### config.mk
export PLATFORM = sky130hd
export DESIGN_NAME = serial_subtractor
export DESIGN_NICKNAME = d
export VERILOG_FILES = /design/src/rtl/serial_subtractor.sv
export SDC_FILE = /design/constraint.sdc
export NUM_CORES = 1
export LEC_CHECK = 0
export CELL_PAD_IN_SITES_DETAIL_PLACEMENT = 1
export CELL_PAD_IN_SITES_GLOBAL_PLACEMENT = 1
export CORE_UTILIZATION = 35
export DETAILED_ROUTE_END_ITERATION = 8
export PLACE_DENSITY_LB_ADDON = 0.1
export SYNTH_ARGS = -nofsm -noshare
export SYNTH_HDL_FRONTEND = slang
export SYNTH_SLANG_ARGS = --single-unit
### constraint.sdc
create_clock -name clk -period 1.01 [get_ports clk]
set_input_delay 0.101 -clock clk [delete_from_list [all_inputs] [get_ports clk]]
set_output_delay 0.101 -clock clk [all_outputs]
set_load 0.01 [all_outputs]
### src/rtl/serial_subtractor.sv
// Bit-serial subtractor: diff = ip1 - ip2 - b_in, one bit per clock, LSB first,
// using a single full-subtractor cell and a borrow flop.
//
// state | meaning
// IDLE  | waiting for start; diff/b_out hold the last result
// SHIFT | one result bit per cycle, WIDTH cycles total
module serial_subtractor #(
    parameter int WIDTH = 8
) (
    input  logic             clk,
    input  logic             rst_n,
    input  logic             start,
    input  logic [WIDTH-1:0] ip1,
    input  logic [WIDTH-1:0] ip2,
    input  logic             b_in,
    output logic             busy,
    output logic             done,
    output logic [WIDTH-1:0] diff,
    output logic             b_out
);

    localparam int CW = (WIDTH > 2) ? $clog2(WIDTH) : 1;

    typedef enum logic {
        IDLE  = 1'b0,
        SHIFT = 1'b1
    } state_t;

    state_t           r_state;
    logic [WIDTH-1:0] r_a;
    logic [WIDTH-1:0] r_b;
    logic [WIDTH-1:0] r_res;
    logic             r_br;
    logic [CW-1:0]    r_bits_left;
    logic             r_busy;
    logic             r_done;
    logic [WIDTH-1:0] r_diff;
    logic             r_b_out;

    logic             w_d;
    logic             w_bn;

    assign w_d  = r_a[0] ^ r_b[0] ^ r_br;
    assign w_bn = (~r_a[0] & r_b[0]) | (~(r_a[0] ^ r_b[0]) & r_br);

    // Bit counter runs down from WIDTH-1; the terminal edge is when it reads zero.
    always_ff @(posedge clk) begin
        if (!rst_n) begin
            r_state     <= IDLE;
            r_a         <= '0;
            r_b         <= '0;
            r_res       <= '0;
            r_br        <= 1'b0;
            r_bits_left <= '0;
            r_busy      <= 1'b0;
            r_done      <= 1'b0;
            r_diff      <= '0;
            r_b_out     <= 1'b0;
        end else begin
            r_done <= 1'b0;
            case (r_state)
                IDLE: begin
                    if (start) begin
                        r_a         <= ip1;
                        r_b         <= ip2;
                        r_br        <= b_in;
                        r_bits_left <= CW'(WIDTH - 1);
                        r_busy      <= 1'b1;
                        r_state     <= SHIFT;
                    end
                end
                SHIFT: begin
                    r_res       <= {w_d, r_res[WIDTH-1:1]};
                    r_a         <= r_a >> 1;
                    r_b         <= r_b >> 1;
                    r_br        <= w_bn;
                    r_bits_left <= r_bits_left - CW'(1);
                    if (r_bits_left == '0) begin
                        r_diff  <= {w_d, r_res[WIDTH-1:1]};
                        r_b_out <= w_bn;
                        r_done  <= 1'b1;
                        r_busy  <= 1'b0;
                        r_state <= IDLE;
                    end
                end
                default: begin
                    r_busy  <= 1'b0;
                    r_state <= IDLE;
                end
            endcase
        end
    end

    assign busy  = r_busy;
    assign done  = r_done;
    assign diff  = r_diff;
    assign b_out = r_b_out;

endmodule

* Word level (Yosys, flattened, before mapping)
Cells that the tools add are included.
W data, S select, Z words.
** Word-level totals
- Register bits :: 40
- Output and inout port bits :: 11
- Word-level logic and storage cells :: 40
** Operators by class
- $add $sub $neg :: 1
- Equal/unequal tests :: 2
- Multiplexer cells :: 15
- Bitwise gates (word level) :: 8
- Reductions and logical operators :: 4
** Operators with widths (number)
- $pmux W8 S2 :: 2
- $mux W8 :: 2
- $mux W1 :: 6
- $pmux W1 S2 :: 3
- $pmux W3 S2 :: 1
- $reduce_and A2 Y1 :: 3
- $logic_not A3 Y1 :: 1
- $mux W3 :: 1
- $not A1 Y1 :: 3
- $sub A3 B1 Y3 const B :: 1
- $and A1 B1 Y1 :: 2
- $ne A2 B1 Y1 const B :: 1
- $ne A2 B2 Y1 const B :: 1
- $xor A1 B1 Y1 :: 2
- $or A1 B1 Y1 :: 1

* Depth between registers and ports, before layout
Gate-level depths: netlist of the first run.
- Depth after elaboration :: 5
- Depth in mapped cells :: 6
- Mapped depth without buffers :: 5

* Worst setup path after synthesis of the first run
OpenSTA, ideal clock, no wires.
- Kind :: reg-to-reg
- From :: register r_b[0]
- To :: register r_res[7]
- Setup time :: 0.118 ns
- Data arrival time :: 0.981 ns
- Slack :: -0.088 ns
- Cell stages (with the launch flop) :: 5
- Buffers on the path :: 0
- Period minus slack after synthesis :: 1.098 ns
- Cell sequence :: dfxtp_1 inv_1 fa_1 mux2i_1 nor2_1
** On the way
- Longest elaborated chain between the ends :: 2
** Ends and longest elaborated chain
- start, declared :: line 31 : logic [WIDTH-1:0] r_b;
- start signal, assigned :: line 65 : r_b <= ip2;
- start signal, assigned :: line 75 : r_b <= r_b >> 1;
- $xor A1 B1 Y1 (2 in series) :: line 43 : assign w_d = r_a[0] ^ r_b[0] ^ r_br;
- net w_d :: line 40 : logic w_d;
- end signal, assigned :: line 73 : r_res <= {w_d, r_res[WIDTH-1:1]};
- end, declared :: line 32 : logic [WIDTH-1:0] r_res;
The timed path passes the listed nets, and every way through them passes these cells.
A chain may end at the register's enable or synchronous reset.

* Worst setup path after layout of the first run
- From :: register r_a[0]
- To :: register r_diff[7], in the netlist diff[7]
** On the way
- Longest elaborated chain between the ends :: 2
** Ends and longest elaborated chain
- start, declared :: line 30 : logic [WIDTH-1:0] r_a;
- start signal, assigned :: line 64 : r_a <= ip1;
- start signal, assigned :: line 74 : r_a <= r_a >> 1;
- $xor A1 B1 Y1 (2 in series) :: line 43
- net w_d :: line 40
- end signal, assigned :: line 79 : r_diff <= {w_d, r_res[WIDTH-1:1]};
- end, declared :: line 37 : logic [WIDTH-1:0] r_diff;
The timed path passes the listed nets, and every way through them passes these cells.

==> out/results.tsv, run 1 <==
stage	metric	value	unit
clocking	cts-root-buf	clkbuf_8	
worst_setup_path	critPathKind	flop to flop	
grt	antenna_found_initial	0	
synthesis	yosys-top-cells-count	dfxtp_1 (39), mux2i_1 (23), a21oi_1 (16)	
routing	num_vias	1321	
place	numPortBuffers	30	
sta	fin_crit_sh	1.12	
power_and_ir_drop	power_frac_clock	0.367	
finish	fillers	492	
power_and_ir_drop	seq_power_share	0.459	
worst_hold_path	hp-class	input pin to flop	
power_and_ir_drop	intPower	0.00279	W
routing	routed_wl	3.81	mm
clocking	cts.sinks	39	
grt	track_usage	0.163	
clocking	clock_latency	0.30	ns
finish	multi_input_area	823	sq um
routing	postRouteAntennaNets	0	
finish	nets	231	
sta	max_freq	885	MHz
clocking	holdBufCountCts	0	
routing	drc	3	
clocking	cts-buffers-inserted	5	
floorplan	io-pin-count	31	
grt	grt_pass1_wl	6.29	mm
sta	finalHoldViolations	0	
grt	grt_pass1_vias	1322	
synthesis	synth_area	0.00168	sq mm
grt	gr-total-overflow	0	
sta	fin_skew	0.00816	ns
synthesis	ys_ff_latch	39	
synthesis	seq_area_frac_synth	0.466	
finish	regArea	791	sq um
sta	setup_viol	13	
synthesis	yosysWarningCount	0	
worst_setup_path	reg2reg_depth	3	
status	violations	DRC, setup timing	
floorplan	core	0.00447	sq mm
synthesis	yosysTopAreaCell	dfxtp_1	
sta	setup-tns-final	-0.625	ns
routing	wire_per_inst	14.6	um
power_and_ir_drop	switchingPower	0.000958	W
sta	finalWorstSetupSlack	-0.121	ns
finish	layout-drive-gt1-share	0.287	
synthesis	synthesis.nets	190	
worst_hold_path	hold_depth	3	
synthesis	synthDistinctLibCells	25	
worst_setup_path	cp.required	1.25	ns
floorplan	fp.dieArea	0.00507	sq mm
power_and_ir_drop	vdd_ir_drop_max	0.693	mV
clocking	cts-htree-levels	2	
worst_setup_path	cp_cell_sequence	fa_2, nand2_1, o21ai_1	
finish	diodes	0	
worst_setup_path	path_max_fanout	2	
routing	avgViaCountPerCell	5.06	
power_and_ir_drop	swShare	0.256	
grt	grt_max_degree	31	
synthesis	syn_avg_cell_area	10.0	sq um
routing	dr.pass1.iters	6	
power_and_ir_drop	power_leakage	0.939	nW
worst_setup_path	endpoint_kind	flop	
sta	finalCriticalPeriod	1.13	ns
synthesis	synth_edf_count	0	
worst_setup_path	critPathSlowestCell	fa_2	
worst_setup_path	start_kind	flop	
sta	rsz0062_at_grt	yes	
power_and_ir_drop	pwr_density_cell	1670	mW/mm^2
sta	worstMarginPinSlew	0.323	ns
floorplan	die_h	71.2	um
finish	syn2layout_area_growth	33.5	%
sta	slew_violations	0	
place	dpl.hpwl	2.40	mm
routing	first_iter_violations	76	
clocking	tritoncts	built	
worst_setup_path	slowest_delay	0.57	ns
worst_setup_path	worst-r2r-setup-slack	-0.12	ns
clocking	clockBufferDepth	2	
floorplan	initial_core_util	0.375	
worst_setup_path	cp.arrival	1.37	ns
synthesis	syn_inst	167	
synthesis	synthTopCellsByArea	dfxtp_1 (47%), mux2i_1 (14%), a21oi_1 (4.8%)	
finish	final_util	0.500	
clocking	clk_pin_slew	0.08	ns
place	routabilityCongestion	0.703	
power_and_ir_drop	combPwrFrac	0.174	
synthesis	synth_top_cell_area_share	0.466	
run	drv_cap	0	
status	outcome	complete, but fails checks	
sta	slew_headroom	0.784	
floorplan	rows	24	
synthesis	synth_top_flop_cell	dfxtp_1	
sta	fin_hold_ws	0.429	ns
synthesis	synthMostInstantiatedCell	dfxtp_1	
synthesis	synth-async-reset-ratio	0	
floorplan	fp.dieW	71.2	um
## sequential cells by signal (all words and copies together) (netlist names)
register / cells
r_a: 8
r_res: 7
b_out: 1
r_state: 1
r_b: 8
r_bits_left: 3
done: 1
r_br: 1
diff: 8
busy: 1
## critical path, delay by kind of cell (launching register included)
family | cells | cell delay [ns]
compound gates | 1 | 0.12
simple gates | 1 | 0.05
fa+ha+maj | 1 | 0.57
flops | 1 | 0.34
## power by group through the flow
stage	Combinational (W)	Sequential, W	Clock [W]
3_3_place_gp	0.000527	0.00173	0
3_5_place_dp	0.000549	0.00174	0
4_1_cts	0.000622	0.00171	0.00141
6_report	0.000652	0.00172	0.00137
2_1_floorplan	0.000384	0.00172	0
5_1_grt	0.000708	0.00173	0.00148
## path summary, 6_finish.rpt
kind                               start       to
worst min register to register  r_res[1]  diff[0]
worst max register to register    r_a[0]  diff[7]
worst min-delay path              ip2[7]   r_b[7]
worst max-delay path              r_a[0]  diff[7]
## through the flow
stage               instance area, sq um  instances  total power (W)  setup WS, ns
finish                              2240        261          0.00375        -0.121
global route                        2240        261          0.00392        -0.161
CTS                                 2220        261          0.00374        -0.131
detailed placement                  2020        249          0.00229        -0.293
global placement                    2020        249          0.00226        -0.226
floorplan                           1690        167          0.00211       -0.0612
## repair_timing
action,in CTS,in global routing
pin swaps,8,10
setup buffers,1,0
endpoints found under the setup margin,43,27
cloned,3,0
gates resized for setup,30,23
## layout make-up
class | instances | area share
Clock buffer | 6 | 0.0369
Clock inverter | 2 | 0.0157
Inverter | 7 | 0.0140
Multi-Input combinational cell | 109 | 0.368
Sequential cell | 39 | 0.353
Tap cell | 52 | 0.0291
Timing Repair Buffer | 46 | 0.183
## metal layers
metal	part of all wire	GRT usage
met1	0.49	0.211
met2	0.44	0.248
met3	0.044	0.0492
met4	0.023	0.0844
met5	0	0
## cells in the final DEF (no fill, tap or decap), drive strengths merged
cell	netlist	layout
clkbuf	0	13
nor3	2	2
o31ai	2	2
clkinv	0	1
a21oi	16	16
ha	2	2
xnor2	1	1
nand2	10	10
dfxtp	39	39
mux2i	23	23
o211a	2	2
nand3	9	9
o21ai	24	24
clkdlybuf4s50	0	19
nand3b	1	4
inv	7	7
nor2	10	10
a211oi	3	3
buf	15	16
bufinv	0	1
clkdlybuf4s15	0	4
fa	1	1
## cells by family (layout without fill, tap and decap cells)
family                     Yosys count  after routing  synth area share
and+or+nand+nor                     32             35            0.0925
muxes                               23             23             0.137
DFF                                 39             39             0.466
buffers and inverters               22             61             0.107
adders and majority gates            3              3            0.0269
AOI/OAI and AO/OA                   47             47             0.165
xor gates and xnor gates             1              1           0.00522
Note: power is estimated with default switching activity, not from simulation.
==> run 2, diff against run 1 <==
--- a/config.mk
+++ b/config.mk
@@ -5,11 +5,12 @@
 export SDC_FILE = /design/constraint.sdc
 export NUM_CORES = 1
 export LEC_CHECK = 0
+export ABC_CLOCK_PERIOD_IN_PS = 1010
 export CELL_PAD_IN_SITES_DETAIL_PLACEMENT = 1
 export CELL_PAD_IN_SITES_GLOBAL_PLACEMENT = 1
 export CORE_UTILIZATION = 35
 export DETAILED_ROUTE_END_ITERATION = 8
-export PLACE_DENSITY_LB_ADDON = 0.1
+export PLACE_DENSITY = 0.73
 export SYNTH_ARGS = -nofsm -noshare
 export SYNTH_HDL_FRONTEND = slang
 export SYNTH_SLANG_ARGS = --single-unit
==> out/results.tsv, run 2 (synthesized netlist as in run 1, its figures left out) <==
stage	metric	value	unit	change
status	outcome	complete, but fails checks		unchanged
status	violations	DRC, setup timing		unchanged
sta	setup-tns-final	-0.572	ns	was -0.625 ns
worst_setup_path	reg2reg_to	diff[7]		unchanged
grt	track_usage	0.172		was 0.163
clocking	cts-root-buf	clkbuf_8		unchanged
grt	antenna_found_initial	0		unchanged
worst_setup_path	crit_buf_inv	1		was 0
floorplan	fp.dieW	71.2	um	unchanged
floorplan	die_h	71.2	um	unchanged
worst_setup_path	critPathKind	flop to flop		unchanged
place	routabilityCongestion	0.712		was 0.703
sta	finalWorstSetupSlack	-0.138	ns	was -0.121 ns
sta	rsz0062_at_grt	yes		unchanged
worst_setup_path	endpoint_kind	flop		unchanged
worst_hold_path	hold_depth	4		was 3
worst_setup_path	setup.worst_path.start	r_b[0]		was r_a[0]
worst_setup_path	start_kind	flop		unchanged
worst_setup_path	rr_startpoint	r_b[0]		was r_a[0]
finish	syn2layout_area_growth	42.2	%	was 33.5%
worst_setup_path	path_max_fanout	2		unchanged
clocking	cts-buffers-inserted	5		unchanged
finish	layout-drive-gt1-share	0.363		was 0.287
routing	avgViaCountPerCell	5.13		was 5.06
finish	nets	237		was 231
sta	fin_crit_sh	1.14		was 1.12
power_and_ir_drop	power_leakage	0.992	nW	was 0.939 nW
sta	worstMarginPinSlew	0.248	ns	was 0.323 ns
place	numPortBuffers	30		unchanged
worst_setup_path	worst-r2r-setup-slack	-0.14	ns	was -0.12 ns
worst_hold_path	hp-class	input pin to flop		unchanged
finish	final_common_cell	dfxtp_1		unchanged
worst_setup_path	cp.required	1.25	ns	about the same
sta	finalCriticalPeriod	1.15	ns	was 1.13 ns
routing	wire_per_inst	15.0	um	was 14.6 um
clocking	tritoncts	built		unchanged
worst_setup_path	slowest_delay	0.55	ns	was 0.57 ns
worst_setup_path	critPathSlowestCell	fa_2		unchanged
clocking	cts.sinks	39		unchanged
worst_setup_path	reg2reg_depth	4		was 3
finish	regArea	793	sq um	was 791 sq um
power_and_ir_drop	p_total	0.00365	W	was 0.00375 W
clocking	clk_pin_slew	0.08	ns	about the same
sta	slew_headroom	0.835		was 0.784
routing	dr.pass1.iters	6		unchanged
floorplan	fp.dieArea	0.00507	sq mm	unchanged
floorplan	io-pin-count	31		unchanged
worst_setup_path	cp.arrival	1.39	ns	was 1.37 ns
routing	first_iter_violations	29		was 76
clocking	clock_latency	0.30	ns	about the same
worst_setup_path	cp_cell_sequence	inv_2, fa_2, nand2_1, o21ai_1		was fa_2, nand2_1, o21ai_1
finish	fillers	493		was 492
routing	drc	2		was 3
clocking	clockBufferDepth	2		unchanged
grt	gr-total-overflow	0		unchanged
sta	fin_skew	0.00606	ns	was 0.00816 ns
power_and_ir_drop	vdd_ir_drop_max	0.762	mV	was 0.693 mV
floorplan	rows	24		unchanged
floorplan	core	0.00447	sq mm	unchanged
worst_hold_path	hold_start	start		was ip2[7]
run	drv_cap	0		unchanged
place	placed_area	0.00209	sq mm	was 0.00202 sq mm
finish	diodes	0		unchanged
floorplan	initial_core_util	0.375		unchanged
grt	grt_pass1_wl	6.74	mm	was 6.29 mm
clocking	cts-htree-levels	2		unchanged
place	dpl_worst_slack	-0.313	ns	was -0.293 ns
routing	routed_wl	4.02	mm	was 3.81 mm
sta	max_freq	871	MHz	was 885 MHz
worst_hold_path	min_to	r_br		was r_b[7]
finish	final_area	0.00238	sq mm	was 0.00224 sq mm
sta	setup_viol	14		was 13
place	dpl.hpwl	2.61	mm	was 2.40 mm
routing	postRouteAntennaNets	0		unchanged
power_and_ir_drop	pwr_density_cell	1530	mW/mm^2	was 1670 mW/mm^2
grt	grt_pass1_vias	1445		was 1322
finish	layout.cells.most_common_list	dfxtp_1 (31), mux2i_1 (22), clkdlybuf4s50_1 (18), buf_4 (15), a21oi_1 (14)		was dfxtp_1 (31), mux2i_1 (22), clkdlybuf4s50_1 (19), a21oi_1 (16), o21ai_1 (13)
finish	multi_input_area	892	sq um	was 823 sq um
routing	num_vias	1369		was 1321
sta	finalHoldViolations	0		unchanged
worst_setup_path	path_delay_family	adder cells		unchanged
sta	slew_violations	0		unchanged
grt	grt_max_degree	31		unchanged
-- run 2: cell count changes in the layout (fill, tap and decap cells not counted), sizes merged --
cell / before / now
clkbuf: 13 / 14
clkdlybuf4s15: 4 / 3
bufinv: 1 / 0
buf: 16 / 22
clkinvlp: 0 / 1
clkdlybuf4s50: 19 / 18
dlygate4sd2: 0 / 2
clkinv: 1 / 0
-- run 2: what timing repair did --
| item | 4_1_cts | 5_1_grt |
|---|---|---|
| setup buffers | 3 | 0 |
| pin swaps | 8 | 17 |
| hold buffers | 0 | 0 |
| setup endpoints to repair | 46 | 29 |
| cloned | 2 | 1 |
| resized for setup | 38 | 29 |
-- run 2: final cells by class --
class	instances	area share
sequential	39	0.333
multi-input combinational	109	0.374
tap	52	0.0273
inverter	7	0.0131
clock buffer	7	0.0404
timing repair buffer	52	0.209
clock inverter	1	0.00315
-- run 2: worst max path at each step --
stage	endpoint	cells after the start
after floorplan	r_res[7]	4
after global placement	r_a[1]	4
after detailed placement	r_b[1]	4
after CTS	diff[7]	3
after global routing	diff[7]	4
final	diff[7]	4
-- run 2: power by group --
| group | switching (W) | total (W) | internal (W) | leakage (nW) |
|---|---|---|---|---|
| registers | 0.0000766 | 0.00172 | 0.00164 | 0.322 |
| clock network | 0.000557 | 0.00118 | 0.000621 | 0.0505 |
| logic | 0.000341 | 0.000755 | 0.000413 | 0.619 |
| total | 0.000975 | 0.00365 | 0.00268 | 0.992 |
-- run 2: metrics by stage --
stage / utilization / hold WS (ns) / instances
CTS: 0.520 / 0.421 / 266
floorplan: - / 0.248 / 167
global placement: 0.467 / 0.444 / 253
detailed placement: 0.467 / 0.456 / 253
finish: 0.533 / 0.431 / 267
global route: 0.533 / 0.452 / 267
-- run 2: worst reg2reg max path, stage by stage, from the launching register on --
cell and delay (ns):
dfxtp_2 0.34, inv_2 0.04, fa_2 0.55, nand2_1 0.06, o21ai_1 0.10
-- run 2: routing by layer --
metal,vias to the layer above,wire (um),part of all wire,GRT usage
met4,0,99,0.025,0.0756
met5,-,0,0,0
met2,35,2000,0.50,0.298
li1,676,-,-,-
met1,649,1740,0.43,0.193
met3,9,172,0.043,0.0534
==> run 3, diff against run 2 <==
--- a/config.mk
+++ b/config.mk
@@ -9,6 +9,7 @@
 export CELL_PAD_IN_SITES_DETAIL_PLACEMENT = 1
 export CELL_PAD_IN_SITES_GLOBAL_PLACEMENT = 1
 export CORE_UTILIZATION = 35
+export CTS_CLUSTER_SIZE = 8
 export DETAILED_ROUTE_END_ITERATION = 8
 export PLACE_DENSITY = 0.73
 export SYNTH_ARGS = -nofsm -noshare
==> results of run 3 <==
The final DEF is identical to that of run 2; final timing and power are the same.
